$ cat src/rtl/fetch_unit_if.sv
// Instruction-memory request/acknowledge bus between fetch_unit (master) and
// instruction memory (slave).
interface fetch_unit_if;
  logic        imem_req;
  logic [31:0] imem_addr;
  logic        imem_ack;
  logic [31:0] imem_rdata;

  modport master (
    output imem_req,
    output imem_addr,
    input  imem_ack,
    input  imem_rdata
  );

  modport slave (
    input  imem_req,
    input  imem_addr,
    output imem_ack,
    output imem_rdata
  );
endinterface

$ cat src/rtl/fetch_unit.sv
// Multi-cycle instruction fetch stage: owns the PC, fetches over a req/ack bus and
// holds IWord until consumed. FETCH_PERF_CNT_EN adds fetch/stall counters.
module fetch_unit #(
  parameter logic [31:0] RESET_PC = 32'h0000_0000,
  parameter logic [31:0] NOP_WORD = 32'h0000_0013
) (
  input  logic               clk,
  input  logic               rst_n,
  fetch_unit_if.master       imem,
  input  logic               stall,
  input  logic               redirect,
  input  logic [31:0]        redirect_pc,
  output logic [31:0]        IWord,
  output logic               iword_valid,
  output logic [31:0]        pc_out,
  output logic [31:0]        pc_plus4
`ifdef FETCH_PERF_CNT_EN
  ,
  output logic [31:0]        fetch_count,
  output logic [31:0]        stall_count
`endif
);

  typedef enum logic [1:0] {
    RST_WAIT,
    FETCH,
    HOLD
  } state_t;

  state_t      state, state_next;
  logic [31:0] pc, pc_next;
  logic        req, req_next;
  logic [31:0] iword_q, iword_next;
  logic        valid_q, valid_next;
  logic [31:0] pc_out_q, pc_out_next;
  logic        consume;
  logic        fetch_wait;

  always_ff @(posedge clk or negedge rst_n) begin
    if (!rst_n) begin
      state    <= RST_WAIT;
      pc       <= RESET_PC;
      req      <= 1'b0;
      iword_q  <= NOP_WORD;
      valid_q  <= 1'b0;
      pc_out_q <= RESET_PC;
    end else begin
      state    <= state_next;
      pc       <= pc_next;
      req      <= req_next;
      iword_q  <= iword_next;
      valid_q  <= valid_next;
      pc_out_q <= pc_out_next;
    end
  end

  always_comb begin
    state_next  = state;
    pc_next     = pc;
    req_next    = req;
    iword_next  = iword_q;
    valid_next  = valid_q;
    pc_out_next = pc_out_q;
    consume     = 1'b0;
    fetch_wait  = 1'b0;
    unique case (state)
      RST_WAIT: begin
        state_next = FETCH;
        req_next   = 1'b1;
      end
      FETCH: begin
        if (imem.imem_ack) begin
          iword_next  = imem.imem_rdata;
          pc_out_next = pc;
          valid_next  = 1'b1;
          req_next    = 1'b0;
          state_next  = HOLD;
        end else begin
          fetch_wait = 1'b1;
        end
      end
      HOLD: begin
        if (!stall) begin
          consume    = 1'b1;
          // Redirect targets are silently word-aligned by masking the low bits.
          pc_next    = redirect ? (redirect_pc & 32'hFFFF_FFFC) : pc + 32'd4;
          valid_next = 1'b0;
          iword_next = NOP_WORD;
          req_next   = 1'b1;
          state_next = FETCH;
        end
      end
      default: begin
        state_next = RST_WAIT;
        req_next   = 1'b0;
      end
    endcase
  end

`ifdef FETCH_PERF_CNT_EN
  always_ff @(posedge clk or negedge rst_n) begin
    if (!rst_n) begin
      fetch_count <= '0;
      stall_count <= '0;
    end else begin
      if (consume) fetch_count <= fetch_count + 32'd1;
      if (fetch_wait || (state == HOLD && stall)) stall_count <= stall_count + 32'd1;
    end
  end
`endif

  assign imem.imem_req  = req;
  assign imem.imem_addr = pc;
  assign IWord          = iword_q;
  assign iword_valid    = valid_q;
  assign pc_out         = pc_out_q;
  assign pc_plus4       = pc_out_q + 32'd4;

endmodule

$ cat src/flat_wrapper.sv
// flat-port wrapper written by rule: the top's interface ports become plain ports
module fetch_unit_flat 
#(
  parameter logic [31:0] RESET_PC = 32'h0000_0000,
  parameter logic [31:0] NOP_WORD = 32'h0000_0013
)
  (clk, rst_n, stall, redirect, redirect_pc, IWord, iword_valid, pc_out, pc_plus4, imem_imem_req, imem_imem_addr, imem_imem_ack, imem_imem_rdata);
  fetch_unit_if imem_i ();
  input  logic clk;
  input  logic rst_n;
  input  logic stall;
  input  logic redirect;
  input  logic [31:0] redirect_pc;
  output logic [31:0] IWord;
  output logic iword_valid;
  output logic [31:0] pc_out;
  output logic [31:0] pc_plus4;
  output wire logic [$bits(imem_i.imem_req)-1:0] imem_imem_req;
  output wire logic [$bits(imem_i.imem_addr)-1:0] imem_imem_addr;
  input wire logic [$bits(imem_i.imem_ack)-1:0] imem_imem_ack;
  input wire logic [$bits(imem_i.imem_rdata)-1:0] imem_imem_rdata;
  assign imem_imem_req = imem_i.imem_req;
  assign imem_imem_addr = imem_i.imem_addr;
  assign imem_i.imem_ack = imem_imem_ack;
  assign imem_i.imem_rdata = imem_imem_rdata;
  fetch_unit #(.RESET_PC(RESET_PC), .NOP_WORD(NOP_WORD)) u_core (.clk(clk), .rst_n(rst_n), .imem(imem_i), .stall(stall), .redirect(redirect), .redirect_pc(redirect_pc), .IWord(IWord), .iword_valid(iword_valid), .pc_out(pc_out), .pc_plus4(pc_plus4));
endmodule
$ cat config.mk
export PLATFORM = sky130hd
export DESIGN_NAME = fetch_unit_flat
export DESIGN_NICKNAME = d
export VERILOG_FILES = /design/src/rtl/fetch_unit_if.sv /design/src/rtl/fetch_unit.sv /design/src/flat_wrapper.sv
export SDC_FILE = /design/constraint.sdc
export NUM_CORES = 1
export LEC_CHECK = 0
export ABC_AREA = 1
export BUFFER_PORTS_ARGS = -buffer_cell sky130_fd_sc_hd__buf_2
export CORE_AREA = 3 3 109 111
export CTS_BUF_LIST = sky130_fd_sc_hd__clkbuf_8
export CTS_CLUSTER_DIAMETER = 60
export DETAILED_ROUTE_END_ITERATION = 8
export DIE_AREA = 0 0 112 114
export MAX_ROUTING_LAYER = met4
export PLACE_DENSITY = 0.79
export REMOVE_ABC_BUFFERS = 1
export SLEW_MARGIN = 0
export SYNTH_ARGS = -nofsm -noshare
export SYNTH_HDL_FRONTEND = slang
export SYNTH_SLANG_ARGS = --single-unit
$ cat constraint.sdc
create_clock -name clk -period 4.75 [get_ports clk]
set_clock_uncertainty 0.15 [all_clocks]
set_input_delay 0.95 -clock clk [delete_from_list [all_inputs] [get_ports clk]]
set_output_delay 0.95 -clock clk [all_outputs]
set_load 0.1 [all_outputs]
# After elaboration in Yosys (flattened, before gate mapping)
# Cells that the tools add are included.
[classes] add_sub_neg=2 multipliers=0 n_div=0 order_cmp=0 eq_ne=4 shift=0 muxes=13 bitwise_logic=1 n_reduce_logical=6
[ops] operator="$mux 32" n=3
[ops] operator="$add 32x3->32 const B" n=2
[ops] operator="$pmux 32 s2" n=1
[ops] operator="$pmux 2 s3" n=1
[ops] operator="$reduce_and 2->1" n=3
[ops] operator="$mux 1" n=4
[ops] operator="$mux 2" n=2
[ops] operator="$ne 2x2->1 const B" n=2
[ops] operator="$pmux 1 s3" n=1
[ops] operator="$reduce_and 3->1" n=1
[ops] operator="$eq 2x1->1 const B" n=1
[ops] operator="$eq 2x2->1 const B" n=1
[ops] operator="$logic_not 2->1" n=1
[ops] operator="$pmux 1 s2" n=1
[ops] operator="$reduce_bool 2->1" n=1
[ops] operator="$not 1->1" n=1
[word_totals] ff_bits=100 latchBits=0 ramBits=0 romBits=0 inputBits=69 wordCells=32 n_memories=0

# Logic depth before layout (Yosys ltp)
# Gate-level depths: netlist (run 1).
[logic_depth] ltp_word=3 ltp_mapped=10 ltp_nobuf=10

# Worst setup path after synthesis (run 1)
# No wires, ideal clock.
[synth_path] path_type="flip-flop to output port" startpoint="register u_core.pc_out_q[2], in the netlist u_core.pc_out[2]" endpoint="output pc_plus4[26]" t_arrival_ns=3.395 t_required_ns=3.650 path_slack_ns=0.255 stages_incl_launch_ff=8 n_path_buf=0 cell_sequence="dfrtp_1 > ha_1 > inv_1 > nor3_4 > nand2_1 > inv_1 > nand2_1 > xnor2_1"
[synth_via] elab_chain_len=1
[synth_lines] element="start: declaration" line="fetch_unit.sv:35" source="logic [31:0] pc_out_q, pc_out_next;"
[synth_lines] element="start signal: assignment" line="fetch_unit.sv:53" source="pc_out_q <= pc_out_next;"
[synth_lines] element="$add 32x3->32" line="fetch_unit.sv:117" source="assign pc_plus4 = pc_out_q + 32'd4;"
[synth_lines] element="end: declaration" line="flat_wrapper.sv:17" source="output logic [31:0] pc_plus4;"
# No other way between the ends.

# Final worst setup path (run 1)
[layout_path] startpoint="register u_core.pc_out_q[2], in the netlist u_core.pc_out[2]" endpoint="output pc_plus4[22]"
# Same word-level chain as after synthesis.

==> flow_results.xml, run 1 <==
<?xml version="1.0" encoding="UTF-8"?>
<metrics>
  <group name="timing">
    <metric name="max_slew_margin" unit="%">40.73</metric>
    <metric name="timing_hold_violations_final" unit="">0</metric>
    <metric name="finalSetupViolCount" unit="">0</metric>
    <metric name="least_margin_pin_slew" unit="ns">0.8890</metric>
    <metric name="timing.hold.ws" unit="ns">0.3231</metric>
    <metric name="grt_setup_unrepaired" unit="">false</metric>
    <metric name="timing_max_transition_violations_final" unit="">0</metric>
    <metric name="maxClockFrequency" unit="MHz">291.5</metric>
    <metric name="setup_tns" unit="ns">0</metric>
    <metric name="final.min_clock_period" unit="ns">3.430</metric>
    <metric name="final.period_utilization" unit="%">72.21</metric>
  </group>
  <group name="synth">
    <metric name="flop_and_latch_count_out_of_synthesis" unit="">95</metric>
    <metric name="postSynth.asyncResetShare" unit="%">100.0</metric>
    <metric name="synth.area.top_cells" unit="">sky130_fd_sc_hd__dfrtp_1, sky130_fd_sc_hd__nand2_1, sky130_fd_sc_hd__nor2_1</metric>
    <metric name="syn-instance-count" unit="">727</metric>
    <metric name="synth_top_cell_by_area" unit="">sky130_fd_sc_hd__dfrtp_1</metric>
    <metric name="sequential_element_share_of_the_synthesized_area" unit="%">43.67</metric>
    <metric name="post_synth.cell_area_avg" unit="µm²">7.500</metric>
    <metric name="ys_types" unit="">39</metric>
    <metric name="yosys.area.top_type_share" unit="%">42.22</metric>
    <metric name="synth_edf_count" unit="">0</metric>
    <metric name="synth.yosys.warnings" unit="">0</metric>
    <metric name="ys_dominant_reg_cell" unit="">sky130_fd_sc_hd__dfrtp_1</metric>
    <metric name="netlist_area" unit="µm²">5453</metric>
  </group>
  <group name="critical_path">
    <metric name="required" unit="ns">3.65</metric>
    <metric name="worstSetupPathType" unit="">reg -&gt; out</metric>
    <metric name="arrival" unit="ns">2.33</metric>
    <metric name="ff2ff_setup_slack" unit="ns">2.43</metric>
    <metric name="start_kind" unit="">flop</metric>
    <metric name="cp-end-kind" unit="">output pin</metric>
    <metric name="max_fanout_on_critical_path" unit="">5</metric>
  </group>
  <group name="clocking">
    <metric name="clock-sinks" unit="">95</metric>
    <metric name="clock_insertion_delay_worst_skew" unit="ns">0.37</metric>
    <metric name="post_cts_resized" unit="">0</metric>
    <metric name="reg_clk_slew_reported_paths" unit="ns">0.09</metric>
    <metric name="cts.hold.buffers_added" unit="">0</metric>
    <metric name="buffer_depth_of_the_longest_clock_path" unit="">2</metric>
    <metric name="cts-htree-levels" unit="">3</metric>
    <metric name="cts_root_buffer" unit="">sky130_fd_sc_hd__clkbuf_8</metric>
    <metric name="tritoncts" unit="">built</metric>
    <metric name="tritoncts.num_buffers" unit="">9</metric>
    <metric name="postCtsSetupBuffers" unit="">0</metric>
  </group>
  <group name="layout">
    <metric name="synthToLayoutAreaGrowth" unit="%">21.64</metric>
    <metric name="final_net_count" unit="">977</metric>
    <metric name="most-common-layout-cells" unit="">sky130_fd_sc_hd__nand2_1, sky130_fd_sc_hd__buf_2, sky130_fd_sc_hd__dfrtp_1, sky130_fd_sc_hd__nor2_1, sky130_fd_sc_hd__inv_1</metric>
    <metric name="most_frequent_standard_cell_in_the_layout_excluding_fill_and_tap_cells" unit="">sky130_fd_sc_hd__nand2_1</metric>
    <metric name="n_antenna_cell" unit="">0</metric>
    <metric name="drive_above_1_share" unit="%">26.78</metric>
  </group>
  <group name="global_route">
    <metric name="grt_util_all_layers" unit="%">24.34</metric>
    <metric name="grt_first_pass_wirelength" unit="µm">24460</metric>
    <metric name="via_count_of_the_first_global_routing_pass" unit="">4811</metric>
    <metric name="grt-ovfl-total" unit="">0</metric>
    <metric name="antenna_found_initial" unit="">0</metric>
    <metric name="largest_net_degree_at_the_start_of_global_routing" unit="">74</metric>
  </group>
  <group name="floorplan">
    <metric name="start_util" unit="%">50.08</metric>
    <metric name="die_width" unit="µm">112</metric>
    <metric name="dieHeight" unit="µm">114</metric>
    <metric name="number_of_primary_i_o_pins" unit="">199</metric>
    <metric name="row_count" unit="">38</metric>
    <metric name="die-area" unit="µm²">12770</metric>
    <metric name="fp.coreArea" unit="µm²">10890</metric>
  </group>
  <group name="route">
    <metric name="detailroute.via_count" unit="">5307</metric>
    <metric name="vias_per_cell" unit="">5.049</metric>
    <metric name="first_pass_iters" unit="">5</metric>
    <metric name="antenna_viol_nets_final" unit="">0</metric>
    <metric name="detail_route.iter0.violations" unit="">420</metric>
    <metric name="drcViolationCount" unit="">0</metric>
    <metric name="avgRoutedWirePerCell" unit="µm">14.36</metric>
    <metric name="postRouteWirelength" unit="µm">15090</metric>
  </group>
  <group name="placed_design">
    <metric name="hpwl" unit="µm">11580</metric>
    <metric name="port_buffers" unit="">190</metric>
    <metric name="gpl.final_weighted_congestion" unit="">0.9119</metric>
  </group>
  <group name="outcome">
    <metric name="outcome" unit="">finished, final reports clean</metric>
  </group>
  <group name="min_path">
    <metric name="worstHoldPathType" unit="">reg -&gt; reg</metric>
  </group>
  <group name="job">
    <metric name="drv.max_cap_violation_count" unit="">0</metric>
  </group>
</metrics>
[Yosys cell counts, types with 6 or more instances]
cell                       count
sky130_fd_sc_hd__dfrtp_1      92
sky130_fd_sc_hd__nor2_2        8
sky130_fd_sc_hd__nand2_1     226
sky130_fd_sc_hd__buf_4         8
sky130_fd_sc_hd__a22o_1       29
sky130_fd_sc_hd__o21ai_0      53
sky130_fd_sc_hd__nor2_1       73
sky130_fd_sc_hd__nand3_1      42
sky130_fd_sc_hd__buf_2         8
sky130_fd_sc_hd__xnor2_1       6
sky130_fd_sc_hd__xor2_1       19
sky130_fd_sc_hd__nor2_4        6
sky130_fd_sc_hd__a21oi_1      16
sky130_fd_sc_hd__inv_2         8
sky130_fd_sc_hd__clkbuf_1     12
sky130_fd_sc_hd__nor3_1       12
sky130_fd_sc_hd__nand4_1       7
sky130_fd_sc_hd__inv_1        64
[logic make-up (layout without fill, tap and decap cells)]
kind of cell,count (synthesis),in the layout,synth area share [%]
AND/OR/NAND/NOR,391,391,31.34
AO/OA/AOI/OAI,109,109,12.41
buffers and inverters,104,283,8.031
flip-flops,95,95,43.67
XOR/XNOR,25,25,4.016
adder cells (fa/ha/maj),2,2,0.4589
other,1,6,0.06877
[sequential cells by signal, summed over array words and instances, names as in the netlist]
register,cells
u_core.IWord,32
u_core.iword_valid,1
u_core.imem.imem_req,1
u_core.state,1
u_core.pc_out,30
u_core.imem.imem_addr,30
[path summary, 6_finish.rpt]
check / from / end / cells after the start
max: u_core.pc_out[2]$_DFFE_PN0P_ / pc_plus4[22] / 7
min: u_core.iword_valid$_DFFE_PN0P_ / u_core.iword_valid$_DFFE_PN0P_ / 2
max reg2reg: u_core.imem.imem_req$_DFFE_PN0P_ / u_core.IWord[3]$_DFFE_PN0P_ / 8
min reg2reg: u_core.iword_valid$_DFFE_PN0P_ / u_core.iword_valid$_DFFE_PN0P_ / 2
max in group asynchronous: rst_n / u_core.imem.imem_addr[25]$_DFFE_PN0P_ / 2
min in group asynchronous: rst_n / u_core.IWord[19]$_DFFE_PN0P_ / 1
[stage by stage]
| stage | cells | instance area, µm² | utilization (%) | setup WS [ns] |
|---|---|---|---|---|
| final | 1051 | 6633 | 60.92 | 1.320 |
| after global routing | 1051 | 6633 | 60.92 | 1.150 |
| after CTS | 1051 | 6633 | 60.92 | 1.295 |
| after detailed placement | 1035 | 6466 | 59.39 | 1.716 |
| after global placement | 1035 | 6466 | 59.39 | 1.713 |
| after floorplan | 701 | 5308 | - | 0.2548 |
[layer usage]
layer,global-route usage (%),wire length [µm],up-vias
met4,9.776,374,0
met1,34.16,6807,2400
li1,-,-,2689
met2,36.33,6916,190
met3,2.865,992,28
met5,-,0,-
[cell type report]
type | count | area (µm²)
Inverter | 73 | 274.0
Clock buffer | 9 | 123.9
Multi-Input combinational cell | 533 | 2653
Tap cell | 140 | 175.2
Sequential cell | 95 | 2381
Fill cell | 1029 | 4255
Timing Repair Buffer | 194 | 983.4
Clock inverter | 7 | 42.54
[worst max-delay path: stages (launching register included)]
cell,delay [ns]
sky130_fd_sc_hd__dfrtp_1,0.44
sky130_fd_sc_hd__ha_1,0.24
sky130_fd_sc_hd__inv_1,0.14
sky130_fd_sc_hd__nor3_4,0.21
sky130_fd_sc_hd__inv_2,0.08
sky130_fd_sc_hd__nor3_2,0.21
sky130_fd_sc_hd__xor2_1,0.18
sky130_fd_sc_hd__buf_2,0.45
Power of run 1 is left out: the tool's default activity adds up to more than one toggle a clock period on the data nets, which glitch-free logic cannot reach.
==> inputs of run 2 (changes only) <==
--- a/config.mk
+++ b/config.mk
@@ -7,11 +7,11 @@
 export LEC_CHECK = 0
 export ABC_AREA = 1
 export BUFFER_PORTS_ARGS = -buffer_cell sky130_fd_sc_hd__buf_2
-export CORE_AREA = 3 3 109 111
+export CORE_AREA = 3 3 112 114
 export CTS_BUF_LIST = sky130_fd_sc_hd__clkbuf_8
 export CTS_CLUSTER_DIAMETER = 60
 export DETAILED_ROUTE_END_ITERATION = 8
-export DIE_AREA = 0 0 112 114
+export DIE_AREA = 0 0 115 117
 export MAX_ROUTING_LAYER = met4
 export PLACE_DENSITY = 0.79
 export REMOVE_ABC_BUFFERS = 1
==> constraint.sdc (replaced) <==
create_clock -name clk -period 3.1 [get_ports clk]
set_clock_uncertainty 0.15 [all_clocks]
set_input_delay 0.62 -clock clk [delete_from_list [all_inputs] [get_ports clk]]
set_output_delay 0.62 -clock clk [all_outputs]
set_load 0.1 [all_outputs]
==> flow_results.xml, run 2 (same netlist as run 1, synthesis figures left out) <==
<?xml version="1.0" encoding="UTF-8"?>
<metrics>
  <group name="outcome">
    <metric name="outcome" unit="">finished, final reports clean</metric>
  </group>
  <group name="layout">
    <metric name="seq_area" unit="µm²">2381</metric>
    <metric name="final-instance-count-excl-fill" unit="">1057</metric>
    <metric name="multi_input_area" unit="µm²">2653</metric>
    <metric name="num-fill-cells" unit="">1102</metric>
    <metric name="layout.core_utilization" unit="%">58.43</metric>
    <metric name="final_net_count" unit="">979</metric>
    <metric name="drive_above_1_share" unit="%">27.27</metric>
    <metric name="synthToLayoutAreaGrowth" unit="%">23.41</metric>
    <metric name="most-common-layout-cells" unit="">sky130_fd_sc_hd__nand2_1, sky130_fd_sc_hd__buf_2, sky130_fd_sc_hd__dfrtp_1, sky130_fd_sc_hd__nor2_1, sky130_fd_sc_hd__inv_1</metric>
    <metric name="stdcell_area" unit="µm²">6729</metric>
    <metric name="most_frequent_standard_cell_in_the_layout_excluding_fill_and_tap_cells" unit="">sky130_fd_sc_hd__nand2_1</metric>
    <metric name="largest_register_ff_count" unit="">32</metric>
  </group>
  <group name="critical_path">
    <metric name="cp-end-kind" unit="">output pin</metric>
    <metric name="worstSetupPathType" unit="">reg -&gt; out</metric>
    <metric name="max_fanout_on_critical_path" unit="">5</metric>
    <metric name="crit_chain" unit="">ha_1 &gt; inv_1 &gt; nor3_4 &gt; nand2_1 &gt; nor2_1 &gt; xor2_1 &gt; buf_4</metric>
    <metric name="timing.critical_path.buf_inv" unit="">2</metric>
    <metric name="arrival" unit="ns">2.22</metric>
    <metric name="required" unit="ns">2.33</metric>
    <metric name="start_kind" unit="">flop</metric>
    <metric name="critical-path-max-stage-delay" unit="ns">0.44</metric>
    <metric name="worst_path_dominant_cell_family" unit="">simple AND/OR/NAND/NOR gates</metric>
    <metric name="critical-path-slowest-cell" unit="">sky130_fd_sc_hd__dfrtp_1</metric>
  </group>
  <group name="timing">
    <metric name="timing_max_transition_violations_final" unit="">0</metric>
    <metric name="maxClockFrequency" unit="MHz">335.0</metric>
    <metric name="final.period_utilization" unit="%">96.31</metric>
    <metric name="grt_setup_unrepaired" unit="">true</metric>
    <metric name="timing_hold_violations_final" unit="">0</metric>
    <metric name="max_slew_margin" unit="%">61.29</metric>
    <metric name="finalSetupViolCount" unit="">0</metric>
    <metric name="final.min_clock_period" unit="ns">2.986</metric>
    <metric name="least_margin_pin_slew" unit="ns">0.5807</metric>
  </group>
  <group name="floorplan">
    <metric name="dieHeight" unit="µm">117</metric>
    <metric name="row_count" unit="">39</metric>
    <metric name="number_of_primary_i_o_pins" unit="">199</metric>
    <metric name="die_width" unit="µm">115</metric>
    <metric name="start_util" unit="%">47.35</metric>
    <metric name="fp.coreArea" unit="µm²">11520</metric>
    <metric name="die-area" unit="µm²">13460</metric>
  </group>
  <group name="route">
    <metric name="detailroute.via_count" unit="">5409</metric>
    <metric name="postRouteWirelength" unit="µm">15610</metric>
    <metric name="avgRoutedWirePerCell" unit="µm">14.76</metric>
    <metric name="antenna_viol_nets_final" unit="">0</metric>
    <metric name="first_pass_iters" unit="">6</metric>
    <metric name="drcViolationCount" unit="">0</metric>
    <metric name="detail_route.iter0.violations" unit="">523</metric>
    <metric name="vias_per_cell" unit="">5.117</metric>
  </group>
  <group name="clocking">
    <metric name="tritoncts" unit="">built</metric>
    <metric name="tritoncts.num_buffers" unit="">9</metric>
    <metric name="postCtsSetupBuffers" unit="">0</metric>
    <metric name="clock-sinks" unit="">95</metric>
    <metric name="cts.hold.buffers_added" unit="">0</metric>
    <metric name="clock_insertion_delay_worst_skew" unit="ns">0.38</metric>
    <metric name="buffer_depth_of_the_longest_clock_path" unit="">2</metric>
    <metric name="reg_clk_slew_reported_paths" unit="ns">0.10</metric>
    <metric name="cts_root_buffer" unit="">sky130_fd_sc_hd__clkbuf_8</metric>
    <metric name="cts-htree-levels" unit="">3</metric>
  </group>
  <group name="job">
    <metric name="drv.max_cap_violation_count" unit="">0</metric>
  </group>
  <group name="placed_design">
    <metric name="gpl.final_weighted_congestion" unit="">0.9587</metric>
    <metric name="hpwl" unit="µm">12100</metric>
    <metric name="placed_area" unit="µm²">6497</metric>
    <metric name="cell_count_post_placement" unit="">1040</metric>
    <metric name="port_buffers" unit="">190</metric>
  </group>
  <group name="global_route">
    <metric name="via_count_of_the_first_global_routing_pass" unit="">4968</metric>
    <metric name="grt_first_pass_wirelength" unit="µm">24840</metric>
    <metric name="grt_util_all_layers" unit="%">24.14</metric>
    <metric name="antenna_found_initial" unit="">1</metric>
    <metric name="grt-ovfl-total" unit="">0</metric>
    <metric name="largest_net_degree_at_the_start_of_global_routing" unit="">57</metric>
  </group>
  <group name="min_path">
    <metric name="worstHoldPathType" unit="">in -&gt; async</metric>
  </group>
</metrics>
## run 2: layout make-up
cell class	count	share of cell area [%]
antenna	1	0.03719
clock inverter	6	0.7624
inverter	73	4.072
sequential	95	35.38
tap	143	2.659
multi-input combinational	533	39.42
timing repair buffer	196	15.62
clock buffer	10	2.045
## run 2: path summary, 6_finish.rpt
path / startpoint / to / slack, ns / cells past startpoint
setup reg to reg: u_core.imem.imem_req$_DFFE_PN0P_ / u_core.IWord[6]$_DFFE_PN0P_ / 1.09 / 8
max in group asynchronous: rst_n / u_core.imem.imem_addr[29]$_DFFE_PN0P_ / 2.05 / 2
hold reg to reg: u_core.state[1]$_DFFE_PN0P_ / u_core.imem.imem_req$_DFFE_PN0P_ / 0.33 / 1
min in group clk: imem_imem_ack / u_core.imem.imem_req$_DFFE_PN0P_ / 0.29 / 2
hold / removal: rst_n / u_core.IWord[28]$_DFFE_PN0P_ / 0.07 / 1
setup / recovery: u_core.pc_out[2]$_DFFE_PN0P_ / pc_plus4[18] / 0.11 / 7
## run 2: metrics by stage
step / TNS, ns / hold slack (ns) / worst slack, ns
after floorplan: -20.08 / 0.1744 / -1.065
after global placement: 0 / 0.3070 / 0.4044
after detailed placement: 0 / 0.3108 / 0.3696
after CTS: 0 / 0.09138 / 0.008916
after global routing: -0.02219 / 0.09842 / -0.02219
final: 0 / 0.07305 / 0.1145
## run 2: metal layers
layer / vias up / wire length (µm) / GRT usage [%] / part of all wire [%]
met5: - / 0 / - / 0
met4: 0 / 407 / 10.17 / 2.6
met3: 30 / 883 / 2.314 / 5.7
met2: 202 / 7253 / 37.62 / 46
met1: 2482 / 7061 / 32.51 / 45
li1: 2695 / - / - / -
## run 2: repair_timing
action                                  4_1_cts  5_1_grt
gates cloned                                  0        0
endpoints found under the setup margin        4       11
gates resized for setup                       4       11
Power of run 2 is left out for the same reason.
